File: config.mk
export PLATFORM = sky130hd
export DESIGN_NAME = irq_pend_ctrl8
export DESIGN_NICKNAME = d
export VERILOG_FILES = /design/src/rtl/irq_pend_ctrl8.sv
export SDC_FILE = /design/constraint.sdc
export NUM_CORES = 1
export LEC_CHECK = 0
export CORE_MARGIN = 1.5
export CORE_UTILIZATION = 41
export DETAILED_ROUTE_END_ITERATION = 7
export PLACE_DENSITY = 0.74
export SETUP_SLACK_MARGIN = 0.5
export SLEW_MARGIN = 10
export SYNTH_ARGS = -nofsm -noshare
export SYNTH_HDL_FRONTEND = slang
export SYNTH_SLANG_ARGS = --single-unit
File: constraint.sdc
create_clock -name clk -period 1.75 [get_ports clk]
set_input_delay 0.175 -clock clk [delete_from_list [all_inputs] [get_ports clk]]
set_output_delay 0.175 -clock clk [all_outputs]
set_load 0.005 [all_outputs]
File: src/rtl/irq_pend_ctrl8.sv
// Interrupt pending/handshake controller for 8 sources. It latches rising request edges,
// presents the masked pending vector to an external priority encoder, and serves one index at a time over irq/ack.
module irq_pend_ctrl8 #(
  parameter int TIMEOUT = 15
) (
  input  logic       clk,
  input  logic       rst,
  input  logic [7:0] req_in,
  input  logic [7:0] mask,
  output logic [7:0] pend_out,
  input  logic [2:0] enc_y,
  input  logic       enc_idle,
  output logic       irq,
  output logic [2:0] vec,
  input  logic       ack,
  output logic       busy,
  output logic       timeout_err
);

  typedef enum logic [1:0] {IDLE, ISSUE, GAP} state_t;

  localparam logic [7:0] CNT_LAST = 8'(TIMEOUT - 1);

  state_t     state_q, state_d;
  logic [7:0] pending_q, pending_d;
  logic [7:0] req_prev_q, req_prev_d;
  logic [2:0] vec_q, vec_d;
  logic [7:0] cnt_q, cnt_d;
  logic       timeout_err_q, timeout_err_d;
  logic [7:0] rise, clr;

  // NOTE: every signal gets a default at the top of the block, so no path can infer a latch.
  always_comb begin
    state_d       = state_q;
    vec_d         = vec_q;
    cnt_d         = cnt_q;
    timeout_err_d = 1'b0;
    clr           = 8'h00;
    req_prev_d    = req_in;
    rise          = req_in & ~req_prev_q;

    unique case (state_q)
      IDLE: begin
        if (!enc_idle) begin
          vec_d   = enc_y;
          cnt_d   = 8'd0;
          state_d = ISSUE;
        end
      end
      ISSUE: begin
        // An ack wins over a timeout that falls in the same cycle.
        if (ack) begin
          clr     = 8'b1 << vec_q;
          state_d = GAP;
        end else if (cnt_q == CNT_LAST) begin
          timeout_err_d = 1'b1;
          state_d       = GAP;
        end else begin
          cnt_d = cnt_q + 8'd1;
        end
      end
      GAP:     state_d = IDLE;
      default: state_d = IDLE;
    endcase

    // If a new edge and the clear hit the same bit, the set wins.
    pending_d = (pending_q & ~clr) | rise;
  end

  // NOTE: state registers use non-blocking assignments, so every flop samples pre-edge values.
  always_ff @(posedge clk) begin
    if (rst) begin
      state_q       <= IDLE;
      pending_q     <= 8'h00;
      req_prev_q    <= req_in;
      vec_q         <= 3'd0;
      cnt_q         <= 8'd0;
      timeout_err_q <= 1'b0;
    end else begin
      state_q       <= state_d;
      pending_q     <= pending_d;
      req_prev_q    <= req_prev_d;
      vec_q         <= vec_d;
      cnt_q         <= cnt_d;
      timeout_err_q <= timeout_err_d;
    end
  end

  assign pend_out    = pending_q & ~mask;
  assign irq         = (state_q == ISSUE);
  assign busy        = (state_q != IDLE);
  assign vec         = vec_q;
  assign timeout_err = timeout_err_q;

endmodule
==> impl_metrics.csv <==
group,metric,value,unit
synth,post_synth_main_area_contributors,"dfxtp_1 49%, nand2b_1 6.1%, a21oi_1 4.9%",
timing,grt_setup_unrepaired,"true",
synth,synth_edf_count,0,
critical_path,critPathKind,"reg2reg",
power,power-per-cell-area,699,mW/mm²
global_routing,grt_max_degree,20,
cts,cts_made_buffers,5,
synth,ys_top_cells_by_count,"30 x dfxtp_1, 12 x a21oi_1, 12 x nand2b_1, 12 x nor2_1, 9 x nor2b_1",
worst_hold_path,timing.hold.worst.class,"in2reg",
synth,synth_sequential_area_ratio,49.1,%
global_routing,grt_pass1_vias,1228,
global_routing,grt_first_pass_wirelength,5710,µm
timing,min_period,1.80,ns
cts,tritoncts,"done",
synth,post_syn_nets,156,
synth,yosysTopAreaCellShare,49.1,%
synth,compound_gate_portion_of_the_synthesized_area,18.1,%
detailed_routing,drt_drc_violations_left,0,
global_routing,groute.layer.met2.usage,39.8,%
critical_path,cp-end-kind,"flip-flop",
critical_path,critPathArrivalTime,2.02,ns
synth,synth_adder_area_share,2.05,%
run_status,run_status,"finished with violations",
synth,post_synth_instance_area,0.00122,mm²
global_routing,grt_busiest_layer,"met2",
timing,final.period_utilization,103,%
synth,muxShareOfSynthArea,4.91,%
worst_hold_path,hold-path-cell-count,1,
cts,cts_htree_levels,2,
power,leakage,0.800,nW
floorplanning,num_rows,19,
finish,areaGrowthSynthToFinish,65.4,%
timing,setup_viol_count_final,5,
detailed_routing,dr.first_iter.drc_count,28,
cts,path_clk_slew,0.10,ns
detailed_routing,postRouteWirelength,3450,µm
synth,synthesis.instances,131,
cts,cts_max_path_buffers,2,
power,irDropWorstVdd,675,µV
flow_run,maxCapViolCount,0,
global_routing,antenna_found_initial,0,
global_routing,met3_usage,5.90,%
power,report.power.total,1.41,mW
place,gp_congestion,0.895,
synth,synthSimpleGateAreaFrac,22.6,%
place,placement.cell_area,0.00167,mm²
cts,clkLatencyLatePin,0.32,ns
place,pre_cts_ws,-0.0634,ns
detailed_routing,routed_wire_length_per_instance,15.7,µm
run_status,failed_checks,"setup timing",
finish,final_nets,213,
critical_path,rr_worst_depth,7,
finish,drive_above_1_share,41.8,%
synth,synth.largest_area_cell,"dfxtp_1",
floorplanning,placeableCoreArea,0.00278,mm²
critical_path,worst-path-max-fanout,3,
cts,clock_sink_count,30,
finish,final_core_utilization,72.7,%
critical_path,start_kind,"flip-flop",
synth,ys_warn_count,0,
synth,cell_variety_after_synth,33,
timing,worstMarginPinSlew,0.319,ns
timing,finalHoldWorstSlack,0.317,ns
detailed_routing,drt_first_pass_iters,6,
synth,synth-xor-area-share,0,%
timing,setup_ws,-0.0538,ns
global_routing,grt_use_total,22.5,%
timing,finalHoldViolations,0,
cts,clk_root_buffer_cell,"clkbuf_4",
finish,antenna_cells_inserted,0,
critical_path,required,1.96,ns
global_routing,grt_remaining_overflow,0,
synth,synth.most_common_cell,"dfxtp_1",
floorplanning,dieHeight,57.6,µm
synth,avgSynthCellArea,9.33,µm²
global_routing,groute.layer.met1.usage,26.1,%
detailed_routing,vias,1212,
timing,maxClockFrequency,554,MHz
timing,final.setup_skew,0.0118,ns
synth,yosys_most_used_dff,"dfxtp_1",
timing,slew_violations,0,
synth,ys_async_sr_fraction,0,%
detailed_routing,antenna_left,0,
place,post-dp-hpwl,2200,µm
synth,synth-seq-cells,30,
floorplanning,io_pins,37,
finish,finish.instance_area,0.00202,mm²
place,port_buffers,36,
floorplanning,fp.dieArea,0.00332,mm²
cts,ctsHoldBuffers,0,
floorplanning,chipWidth,57.6,µm
timing,timing.max_slew.rel_slack,78.5,%
detailed_routing,detail_route.vias_per_cell,5.51,
synth,combinational_family_with_the_most_area_after_synthesis,"simple AND/OR/NAND/NOR gates",
floorplanning,initial_core_utilization,43.9,%
-- metal layers --
metal / up-vias / wire [µm]
li1: 574 / -
met1: 597 / 1430
met2: 37 / 1820
met3: 4 / 152
met4: 0 / 38
met5: - / 0
-- worst paths after layout --
path | slack [ns] | start | end
max | -0.05 | cnt_q[0]$_SDFFE_PP0P_ | cnt_q[7]$_SDFFE_PP0P_
min | 0.32 | req_in[2] | req_prev_q[2]$_DFF_P_
max reg2reg | -0.05 | cnt_q[0]$_SDFFE_PP0P_ | cnt_q[7]$_SDFFE_PP0P_
min reg2reg | 0.46 | pending_q[5]$_SDFF_PP0_ | pending_q[5]$_SDFF_PP0_
-- where the power goes --
part	switching, mW	internal, mW
clock	0.228	0.194
sequential	0.0180	0.714
combinational	0.107	0.151
total	0.353	1.06
-- area by class of cell --
type                            instances  area [µm²]
Tap cell                               31        38.8
Clock inverter                          1        5.00
Multi-Input combinational cell         91         744
Inverter                                5        21.3
Fill cell                             192         759
Clock buffer                            7        55.1
Sequential cell                        30         631
Timing Repair Buffer                   55         527
-- per-stage QoR --
stage | TNS [ns] | instances
finish | -0.193 | 220
global placement | -0.00571 | 200
detailed placement | -0.0817 | 200
global route | -0.486 | 220
CTS | -0.294 | 218
floorplan | -0.0184 | 131
-- logic make-up after synthesis --
group / count (synthesis)
and+or+nand+nor: 49
AOI/OAI and AO/OA: 34
DFF: 30
buffers and inverters: 10
muxes: 6
adders and majority gates: 2
-- cell usage in the layout (no fill, tap or decap), types with 3 or more instances in the layout --
master	instances
clkdlybuf4s50_1	22
dfxtp_1	14
dfxtp_2	12
a21oi_1	11
buf_4	11
nand2b_1	10
buf_6	10
nor2_1	9
o21ai_2	7
dlygate4sd2_1	7
nor2b_1	6
mux2i_1	5
clkbuf_4	5
clkdlybuf4s15_1	5
nand2_1	4
dfxtp_4	4
nor2b_2	3
inv_1	3
o31ai_2	3
-- critical path, cell delays in order, from the launching register on --
cell	delay (ns)
dfxtp_2	0.33
inv_2	0.07
ha_4	0.11
or4b_4	0.46
buf_6	0.13
o211a_4	0.24
a41o_2	0.26
o21a_1	0.10
-- sequential cells by signal, summed over array words and instances (netlist names) --
register,flops
timeout_err,1
state_q,2
req_prev_q,8
cnt_q,8
vec,3
pending_q,8
-- repair_timing --
item / CTS / global route
buffers inserted: 10 / 2
endpoints found under the hold margin: 0 / 0
endpoints found under the setup margin: 36 / 31
resized for setup: 58 / 35
pin swaps: 16 / 13
(Power assumes the default switching activity.)
